===== src/rtl/seg_pkg.sv =====
// rtl/seg_pkg.sv - shared constants for the 7-segment scan controller
package seg_pkg;

  localparam int DIGIT_W = 4;

  localparam logic [1:0] ST_IDLE = 2'd0;
  localparam logic [1:0] ST_SHOW = 2'd1;
  localparam logic [1:0] ST_GAP  = 2'd2;

  // Segment pattern the downstream decoder drives while SEG_BLANK is set
  localparam logic [6:0] BLANK_CODE = 7'b1111111;

endpackage


===== src/rtl/seg_scan_ctrl_if.sv =====
// rtl/seg_scan_ctrl_if.sv - control and display bus between host and scan controller
interface seg_scan_ctrl_if
  import seg_pkg::*;
#(
  parameter int N_DIG = 4
);
  logic                       EN;
  logic [DIGIT_W*N_DIG-1:0]   DATA;
  logic                       LOAD;
  logic                       PEND;
  logic                       FRAME;
  logic [DIGIT_W-1:0]         DIG_NUM;
  logic [N_DIG-1:0]           AN;
  logic                       SEG_BLANK;

  modport master (
    output EN, DATA, LOAD,
    input  PEND, FRAME, DIG_NUM, AN, SEG_BLANK
  );

  modport slave (
    input  EN, DATA, LOAD,
    output PEND, FRAME, DIG_NUM, AN, SEG_BLANK
  );
endinterface


===== src/rtl/seg_scan_timer.sv =====
// rtl/seg_scan_timer.sv - slot/gap prescaler; pulses on the last cycle of each phase
module seg_scan_timer #(
  parameter int SLOT_CYC  = 50000,
  parameter int BLANK_CYC = 16
) (
  input  logic CLK,
  input  logic RST_N,
  input  logic run_i,
  input  logic gap_i,
  output logic slot_done_o,
  output logic gap_done_o
);
  localparam int MAX_CYC = (SLOT_CYC > BLANK_CYC) ? SLOT_CYC : BLANK_CYC;
  localparam int CW      = $clog2(MAX_CYC);
  localparam logic [CW-1:0] SLOT_TC = CW'(SLOT_CYC - 1);
  localparam logic [CW-1:0] GAP_TC  = CW'(BLANK_CYC - 1);

  logic [CW-1:0] cnt_q, cnt_d;
  logic          tc;

  // Counter restarts at every phase boundary, so each phase owns the full count
  always_comb begin
    tc          = (cnt_q == (gap_i ? GAP_TC : SLOT_TC));
    slot_done_o = run_i && !gap_i && tc;
    gap_done_o  = run_i && gap_i && tc;
    cnt_d       = (!run_i || tc) ? '0 : cnt_q + 1'b1;
  end

  always_ff @(posedge CLK or negedge RST_N) begin
    if (!RST_N) cnt_q <= '0;
    else        cnt_q <= cnt_d;
  end
endmodule


===== src/rtl/seg_scan_ctrl.sv =====
// rtl/seg_scan_ctrl.sv - N-digit multiplexed 7-segment scan FSM with double-buffered data
// Optional leading-zero blanking: define SEG_SCAN_LZB_EN.
module seg_scan_ctrl
  import seg_pkg::*;
#(
  parameter int N_DIG     = 4,
  parameter int SLOT_CYC  = 50000,
  parameter int BLANK_CYC = 16
) (
  input  logic            CLK,
  input  logic            RST_N,
  seg_scan_ctrl_if.slave  bus
);
  localparam int IW = $clog2(N_DIG);
  localparam int DW = DIGIT_W * N_DIG;
  localparam logic [IW-1:0] IDX_LAST = IW'(N_DIG - 1);

  logic [1:0]         state_q, state_d;
  logic [IW-1:0]      idx_q, idx_d;
  logic [DW-1:0]      active_q, active_d;
  logic [DW-1:0]      pending_q, pending_d;
  logic               pend_q, pend_d;
  logic               frame_q, frame_d;
  logic [DIGIT_W-1:0] dig_q, dig_d;
  logic [N_DIG-1:0]   an_q, an_d;
  logic               blank_q, blank_d;
  logic               slot_done, gap_done, apply;

  seg_scan_timer #(
    .SLOT_CYC  (SLOT_CYC),
    .BLANK_CYC (BLANK_CYC)
  ) u_timer (
    .CLK         (CLK),
    .RST_N       (RST_N),
    .run_i       ((state_q != ST_IDLE) && bus.EN),
    .gap_i       (state_q == ST_GAP),
    .slot_done_o (slot_done),
    .gap_done_o  (gap_done)
  );

`ifdef SEG_SCAN_LZB_EN
  function automatic logic lead_zero(input logic [DW-1:0] act, input logic [IW-1:0] idx);
    logic all_zero;
    all_zero = 1'b1;
    for (int j = 0; j < N_DIG; j++)
      if (j >= int'(idx) && act[j*DIGIT_W +: DIGIT_W] != '0) all_zero = 1'b0;
    return (idx != '0) && all_zero;
  endfunction
`endif

  always_comb begin
    state_d = state_q;
    idx_d   = idx_q;
    frame_d = 1'b0;
    if (!bus.EN) begin
      state_d = ST_IDLE;
      idx_d   = '0;
    end else begin
      case (state_q)
        ST_IDLE: begin
          state_d = ST_SHOW;
          idx_d   = '0;
        end
        ST_SHOW: if (slot_done) state_d = ST_GAP;
        ST_GAP: if (gap_done) begin
          state_d = ST_SHOW;
          if (idx_q == IDX_LAST) begin
            idx_d   = '0;
            frame_d = 1'b1;
          end else begin
            idx_d = idx_q + 1'b1;
          end
        end
        default: state_d = ST_IDLE;
      endcase
    end
  end

  // A LOAD landing on an apply edge bypasses the pending buffer entirely
  always_comb begin
    active_d  = active_q;
    pending_d = pending_q;
    pend_d    = pend_q;
    apply     = frame_d || (state_q == ST_IDLE);
    if (bus.LOAD) begin
      if (apply) begin
        active_d = bus.DATA;
        pend_d   = 1'b0;
      end else begin
        pending_d = bus.DATA;
        pend_d    = 1'b1;
      end
    end else if (apply && pend_q) begin
      active_d = pending_q;
      pend_d   = 1'b0;
    end
  end

  // Outputs are decoded from next state so they change on the same edge as the FSM
  always_comb begin
    an_d = '1;
    dig_d = dig_q;
    if (state_d == ST_SHOW) begin
      an_d[idx_d] = 1'b0;
      dig_d       = active_d[idx_d*DIGIT_W +: DIGIT_W];
    end
`ifdef SEG_SCAN_LZB_EN
    blank_d = (state_d != ST_SHOW) || lead_zero(active_d, idx_d);
`else
    blank_d = (state_d != ST_SHOW);
`endif
  end

  always_ff @(posedge CLK or negedge RST_N) begin
    if (!RST_N) begin
      state_q   <= ST_IDLE;
      idx_q     <= '0;
      active_q  <= '0;
      pending_q <= '0;
      pend_q    <= 1'b0;
      frame_q   <= 1'b0;
      dig_q     <= '0;
      an_q      <= '1;
      blank_q   <= 1'b1;
    end else begin
      state_q   <= state_d;
      idx_q     <= idx_d;
      active_q  <= active_d;
      pending_q <= pending_d;
      pend_q    <= pend_d;
      frame_q   <= frame_d;
      dig_q     <= dig_d;
      an_q      <= an_d;
      blank_q   <= blank_d;
    end
  end

  assign bus.PEND      = pend_q;
  assign bus.FRAME     = frame_q;
  assign bus.DIG_NUM   = dig_q;
  assign bus.AN        = an_q;
  assign bus.SEG_BLANK = blank_q;
endmodule


===== src/flat_wrapper.sv =====
// flat-port wrapper written by rule: the top's interface ports become plain ports
module seg_scan_ctrl_flat import seg_pkg::*;
#(
  parameter int N_DIG     = 4,
  parameter int SLOT_CYC  = 50000,
  parameter int BLANK_CYC = 16
)
  (CLK, RST_N, bus_EN, bus_DATA, bus_LOAD, bus_PEND, bus_FRAME, bus_DIG_NUM, bus_AN, bus_SEG_BLANK);
  seg_scan_ctrl_if #(.N_DIG(N_DIG)) bus_i ();
  input  logic CLK;
  input  logic RST_N;
  input wire logic [$bits(bus_i.EN)-1:0] bus_EN;
  input wire logic [$bits(bus_i.DATA)-1:0] bus_DATA;
  input wire logic [$bits(bus_i.LOAD)-1:0] bus_LOAD;
  output wire logic [$bits(bus_i.PEND)-1:0] bus_PEND;
  output wire logic [$bits(bus_i.FRAME)-1:0] bus_FRAME;
  output wire logic [$bits(bus_i.DIG_NUM)-1:0] bus_DIG_NUM;
  output wire logic [$bits(bus_i.AN)-1:0] bus_AN;
  output wire logic [$bits(bus_i.SEG_BLANK)-1:0] bus_SEG_BLANK;
  assign bus_i.EN = bus_EN;
  assign bus_i.DATA = bus_DATA;
  assign bus_i.LOAD = bus_LOAD;
  assign bus_PEND = bus_i.PEND;
  assign bus_FRAME = bus_i.FRAME;
  assign bus_DIG_NUM = bus_i.DIG_NUM;
  assign bus_AN = bus_i.AN;
  assign bus_SEG_BLANK = bus_i.SEG_BLANK;
  seg_scan_ctrl #(.N_DIG(N_DIG), .SLOT_CYC(SLOT_CYC), .BLANK_CYC(BLANK_CYC)) u_core (.CLK(CLK), .RST_N(RST_N), .bus(bus_i));
endmodule

===== config.mk =====
export PLATFORM = sky130hd
export DESIGN_NAME = seg_scan_ctrl_flat
export DESIGN_NICKNAME = d
export VERILOG_FILES = /design/src/rtl/seg_pkg.sv /design/src/rtl/seg_scan_ctrl_if.sv /design/src/rtl/seg_scan_timer.sv /design/src/rtl/seg_scan_ctrl.sv /design/src/flat_wrapper.sv
export SDC_FILE = /design/constraint.sdc
export NUM_CORES = 1
export LEC_CHECK = 0
export CAP_MARGIN = 20
export CORE_ASPECT_RATIO = 1.5
export CORE_MARGIN = 2
export CORE_UTILIZATION = 40
export DETAILED_ROUTE_END_ITERATION = 8
export GPL_ROUTABILITY_DRIVEN = 0
export PLACE_DENSITY = 0.72
export RECOVER_POWER = 50
export SETUP_SLACK_MARGIN = 0.05
export SLEW_MARGIN = 20
export SYNTH_ARGS = -nofsm -noshare
export SYNTH_HDL_FRONTEND = slang
export SYNTH_SLANG_ARGS = --single-unit

===== constraint.sdc =====
create_clock -name CLK -period 3.35 [get_ports CLK]
set_clock_uncertainty 0.05 [all_clocks]
set_input_delay 0.67 -clock CLK [delete_from_list [all_inputs] [get_ports CLK]]
set_output_delay 0.67 -clock CLK [all_outputs]
set_load 0.02 [all_outputs]

# After elaboration in Yosys (flattened, before gate mapping)
# Cells that the tools add are included.
dict set report word_totals {
  register_bits 63
  input_bits 20
  output_inout_bits 11
  wordCells 61
}
dict set report classes {
  n_addsub 2
  n_lt_le_gt_ge 2
  n_eq_ne 6
  n_shift 1
  mux 23
  n_bitwise 2
  reduce_logical 15
}
# operator n
set op_table {}
lappend op_table {{$mux W16} 5}
lappend op_table {{$add A16 B1 Y16 const B} 1}
lappend op_table {{$eq A16 B16 Y1} 1}
lappend op_table {{$shiftx A16 B5 Y4} 1}
lappend op_table {{$mux W2} 6}
lappend op_table {{$mux W1} 8}
lappend op_table {{$logic_and A1 B1 Y1} 7}
lappend op_table {{$pmux W2 S3} 1}
lappend op_table {{$eq A2 B1 Y1 const B} 2}
lappend op_table {{$eq A2 B2 Y1 const B} 2}
lappend op_table {{$mux W4} 1}
lappend op_table {{$not A4 Y4} 1}
lappend op_table {{$pmux W2 S2} 1}
lappend op_table {{$reduce_bool A2 Y1} 2}
lappend op_table {{$lt A2 B3 Y1 const B} 1}
lappend op_table {{$add A2 B1 Y2 const B} 1}
lappend op_table {{$demux W1 S2} 1}
lappend op_table {{$ge A2 B1 Y1 const B} 1}
lappend op_table {{$logic_not A1 Y1} 2}
lappend op_table {{$logic_not A2 Y1} 1}
lappend op_table {{$logic_or A1 B1 Y1} 2}
lappend op_table {{$ne A2 B1 Y1 const B} 1}
lappend op_table {{$reduce_and A2 Y1} 1}
lappend op_table {{$not A1 Y1} 1}

# Logic depth before layout (Yosys ltp)
dict set report depth {
  depth_word 13
  depth_mapped 10
  ltp_nobuf 9
}

# Cells and area by module
# From an unflattened synthesis, not the netlist that was laid out.
dict set report hier_totals {
  cells_unflattened 294
  hier_area_um2 3170.5
}
# mod n_inst cells_each area_per_inst_um2 seq_area_each_um2
set by_module_without_submodules {}
lappend by_module_without_submodules {seg_scan_ctrl 1 207 2268.4 1182.4}
lappend by_module_without_submodules {seg_scan_timer 1 87 902.1 400.4}

# Worst setup path before layout
# No wires, ideal clock.
dict set report synth_timing {
  path_type {register to register}
  start {register u_core.u_timer.cnt_q[6]}
  end {register u_core.pending_q[10]}
  setup_time_ns 0.128
  arrival_ns 2.527
  t_required_ns 3.172
  setup_slack_ns 0.645
  stages_incl_launch_ff 9
  path_buffers 2
  synth_period_minus_slack_ns 2.705
  path_cell_list {dfrtp_1 or3_1 or4_4 a21o_1 buf_6 o21a_1 o21ai_2 buf_4 mux2_1}
}
dict set report synth_via {
  elab_chain_len 8
}
# item line_no
set synth_lines {}
lappend synth_lines {{start: declaration} seg_scan_timer.sv:18} ;# logic [CW-1:0] cnt_q, cnt_d;
lappend synth_lines {{start signal: assignment} seg_scan_timer.sv:31} ;# else cnt_q <= cnt_d;
lappend synth_lines {{$eq A16 B16 Y1} seg_scan_timer.sv:23} ;# tc = (cnt_q == (gap_i ? GAP_TC : SLOT_TC));
lappend synth_lines {{$logic_and A1 B1 Y1} seg_scan_timer.sv:25} ;# gap_done_o = run_i && gap_i && tc;
lappend synth_lines {{$mux W1} seg_scan_ctrl.sv:65} ;# ST_GAP: if (gap_done) begin
lappend synth_lines {{$mux W1} seg_scan_ctrl.sv:59} ;# case (state_q)
lappend synth_lines {{$mux W1} seg_scan_ctrl.sv:55} ;# if (!bus.EN) begin
lappend synth_lines {{$logic_or A1 B1 Y1} seg_scan_ctrl.sv:84} ;# apply = frame_d || (state_q == ST_IDLE);
lappend synth_lines {{$not A1 Y1 (no source line)} --}
lappend synth_lines {{$reduce_and A2 Y1 (no source line)} --}
lappend synth_lines {{end signal: assignment} seg_scan_ctrl.sv:129} ;# pending_q <= pending_d;
lappend synth_lines {{end: declaration} seg_scan_ctrl.sv:21} ;# logic [DW-1:0] pending_q, pending_d;
# No other way between the ends.
# A chain may end at the register's enable or synchronous reset.

# Worst setup path in the final report
dict set report layout_timing {
  start {register u_core.u_timer.cnt_q[6]}
  end {register u_core.dig_q[3], in the netlist u_core.bus.DIG_NUM[3]}
}
dict set report layout_via {
  elab_chain_len 10
  word_cells_on_any_way 20
  cone_classes {eq/ne (2); shift (1); mux (13); reduce/logical (4)}
}
# item line_no
set layout_lines {}
lappend layout_lines {{$eq A16 B16 Y1 *} seg_scan_timer.sv:23}
lappend layout_lines {{$logic_and A1 B1 Y1 *} seg_scan_timer.sv:25}
lappend layout_lines {{$mux W1 *} seg_scan_ctrl.sv:65}
lappend layout_lines {{$mux W1 *} seg_scan_ctrl.sv:59}
lappend layout_lines {{$mux W1 *} seg_scan_ctrl.sv:55}
lappend layout_lines {{$logic_or A1 B1 Y1 *} seg_scan_ctrl.sv:84}
lappend layout_lines {{$logic_and A1 B1 Y1} seg_scan_ctrl.sv:93} ;# end else if (apply && pend_q) begin
lappend layout_lines {{$mux W16} seg_scan_ctrl.sv:93}
lappend layout_lines {{$mux W16 *} seg_scan_ctrl.sv:85} ;# if (bus.LOAD) begin
lappend layout_lines {{via u_core.active_d[7]} seg_scan_ctrl.sv:20} ;# logic [DW-1:0] active_q, active_d;
lappend layout_lines {{$shiftx A16 B5 Y4 *} seg_scan_ctrl.sv:105} ;# dig_d = active_d[idx_d*DIGIT_W +: DIGIT_W];
lappend layout_lines {{end signal: assignment} seg_scan_ctrl.sv:132} ;# dig_q <= dig_d;
lappend layout_lines {{end: declaration} seg_scan_ctrl.sv:24} ;# logic [DIGIT_W-1:0] dig_q, dig_d;
# Mark *: on every way through the listed nets, which the timed path passes. The rest lies on a longest branch.

==> out/results.ini <==
[outcome]
status = complete, but fails checks
violations = max-capacitance violations, max-slew violations

[drt]
drt_iter0_drc = 113
via_per_inst = 5.22
detail_route.first_pass.iterations = 4
ant_nets = 0
routedWlPerCell_um = 14.7
vias = 2079
drc = 0
wl_um = 5860

[synth]
synth_top_cell_by_area = dfrtp_1
synthTopCellsByArea = dfrtp_1 (50%), mux2_1 (6.2%), dfstp_2 (4.5%), a22oi_1 (3.6%), nor2_1 (3.1%)
synth_top_area_share_pct = 49.6
syn_area_mm2 = 0.00293
async_flop_share_pct = 100
synthFlopType = dfrtp_1
synth_fp_nets = 277
ys_ff_latch = 63
synth-edff-count = 0
yosysWarnings = 0
synth-seq-area-share_pct = 54.0
syn_inst = 255
synth_cell_types = 50
syn_area_per_cell_um2 = 11.5

[final_layout]
fillCellCount = 659
layout.cells.most_common = dfrtp_1
final_cell_mix = dfrtp_1 (58), clkdlybuf4s50_1 (26), nor2_1 (24)
final_area_mm2 = 0.00356
stdcell_count = 398
synthToLayoutAreaGrowth_pct = 21.6
drive_gt1_share_pct = 12.4
diodes = 0
nets = 315

[clock_tree]
cts_tree = done
cts_root_buf = clkbuf_8
clkTransAtPathRegs_ps = 70
postCtsSetupBuffers = 0
clock_path_buffers = 2
htree_levels = 3
cts_hold_buf = 0
cts_buffers = 9
worstSkewPairLatency_ps = 340
cts.sinks = 63
ctsResizeCount = 0

[timing]
period_needed_ps = 2910
min_period_over_period_pct = 86.9
finalHoldWorstSlack_ps = 423
fmax_mhz = 344
rsz0062_at_grt = no
tightestPinTransition_ps = 1680
setup_viol = 0
report.final.slew_viol_count = 34
slew_headroom_pct = -12.0
layout_setup_ws_ps = 440
hold_viol = 0
tns_ps = 0

[worst_setup_path]
end_kind = register
path_max_fanout = 11
worstPathRequired_ps = 3510
worstPathArrival_ps = 3070
reg2reg_from = u_core.u_timer.cnt_q[6]
r2r-end = u_core.bus.DIG_NUM[3]
setup.worst_path.start_class = register
path_class = reg -> reg
reg2reg_depth = 8
reg2reg_slack_ps = 440

[min_path]
whs_path_depth = 1
hold_path_class = reg -> reg
holdCritStartpoint = u_core.u_timer.cnt_q[0]
min_to = u_core.u_timer.cnt_q[0]

[floorplan]
fp.dieH_um = 109
start_util_pct = 40.8
rows = 38
die_w_um = 73.9
fp.coreArea_mm2 = 0.00718
dieArea_mm2 = 0.00804
ios = 31

[global_route]
grt_pass1_wl_um = 10100
grt_pass1_vias = 2171
grt_overflow = 0
grt_max_degree = 34
grt_usage_pct = 16.6
grt_antenna_before_repair = 0

[placed_design]
postPlaceCellArea_mm2 = 0.00337
place_ws_ps = 446
hpwlAfterDp_um = 4380
placed_cells = 382
portBuffers = 30

[power_and_ir_drop]
irDropWorstVdd_uv = 304
power.leakage_nw = 1.49
powerDensity_mw_per_mm2 = 491

[run]
maxCapViolations = 1

cells by family (layout without fill, tap and decap cells):
| logic type | count (synthesis) | after routing | share of synthesized area, % |
|---|---|---|---|
| mux | 21 | 21 | 8.03 |
| fa+ha+maj | 2 | 2 | 0.854 |
| xor+xnor | 13 | 13 | 3.89 |
| compound gates | 61 | 61 | 17.3 |
| buf+inv | 17 | 60 | 2.61 |
| flops | 63 | 63 | 54.0 |
| simple gates | 78 | 78 | 13.3 |
state kept, by name, indices dropped and copies added (netlist names):
register	flops
u_core.active_q	16
u_core.pending_q	16
u_core.u_timer.cnt_q	16
u_core.bus.AN	4
u_core.bus.DIG_NUM	4
u_core.idx_q	2
u_core.state_q	2
u_core.bus.FRAME	1
u_core.bus.PEND	1
u_core.bus.SEG_BLANK	1
final cells by class:
type / instances / area (µm²) / area share [%]
timing repair buffer: 39 / 359 / 10.1
sequential: 63 / 1580 / 44.4
inverter: 5 / 18.8 / 0.527
tap: 100 / 125 / 3.51
clock inverter: 3 / 40.0 / 1.12
clock buffer: 13 / 169 / 4.74
multi-input combinational: 175 / 1270 / 35.6
layer usage:
metal  vias up  routed length, µm  track usage, %
met5         -                  0               0
met4         0                 80            8.70
met3         6                180            3.79
met2        37               3180            28.1
met1      1017               2420            19.1
li1       1019                  -               -
power by group:
part           internal, W  total [W]  switching (W)
logic             0.000101   0.000204       0.000103
registers         0.000830   0.000860      0.0000296
clock network     0.000402   0.000685       0.000283
synth_stat cells (all sizes together), types with 5 or more instances:
cell type	instances
o2bb2ai	11
and3	8
mux2	17
nor3	5
dfstp	5
dfrtp	58
o21ai	5
nand2	13
nand3	8
a22oi	14
inv	5
xor2	5
a21o	5
xnor2	8
clkbuf	8
nor2	24
o211ai	8
worst max-delay path, cell delays in order, from the launching register on:
cell,delay [ps]
dfrtp_1,420
or3_1,380
or4_1,480
a21o_1,310
o41a_1,470
buf_4,190
o2bb2ai_1,160
o211ai_1,210
o211ai_1,120
through the flow:
stage	total power [W]	utilization, %
after global placement	0.00108	47.0
after CTS	0.00177	49.9
after global routing	0.00183	49.6
final	0.00175	49.6
after floorplan	0.000987	-
after detailed placement	0.00109	47.0
worst max path at each step:
stage,startpoint,endpoint
2_1_floorplan,u_core.u_timer.cnt_q[6],u_core.pending_q[10]
3_3_place_gp,bus_LOAD,u_core.bus.DIG_NUM[2]
6_report,u_core.u_timer.cnt_q[6],u_core.bus.DIG_NUM[3]
4_1_cts,u_core.u_timer.cnt_q[6],u_core.bus.DIG_NUM[3]
5_1_grt,u_core.u_timer.cnt_q[6],u_core.bus.DIG_NUM[3]
3_5_place_dp,bus_LOAD,u_core.bus.DIG_NUM[2]
(Power assumes the default switching activity.)
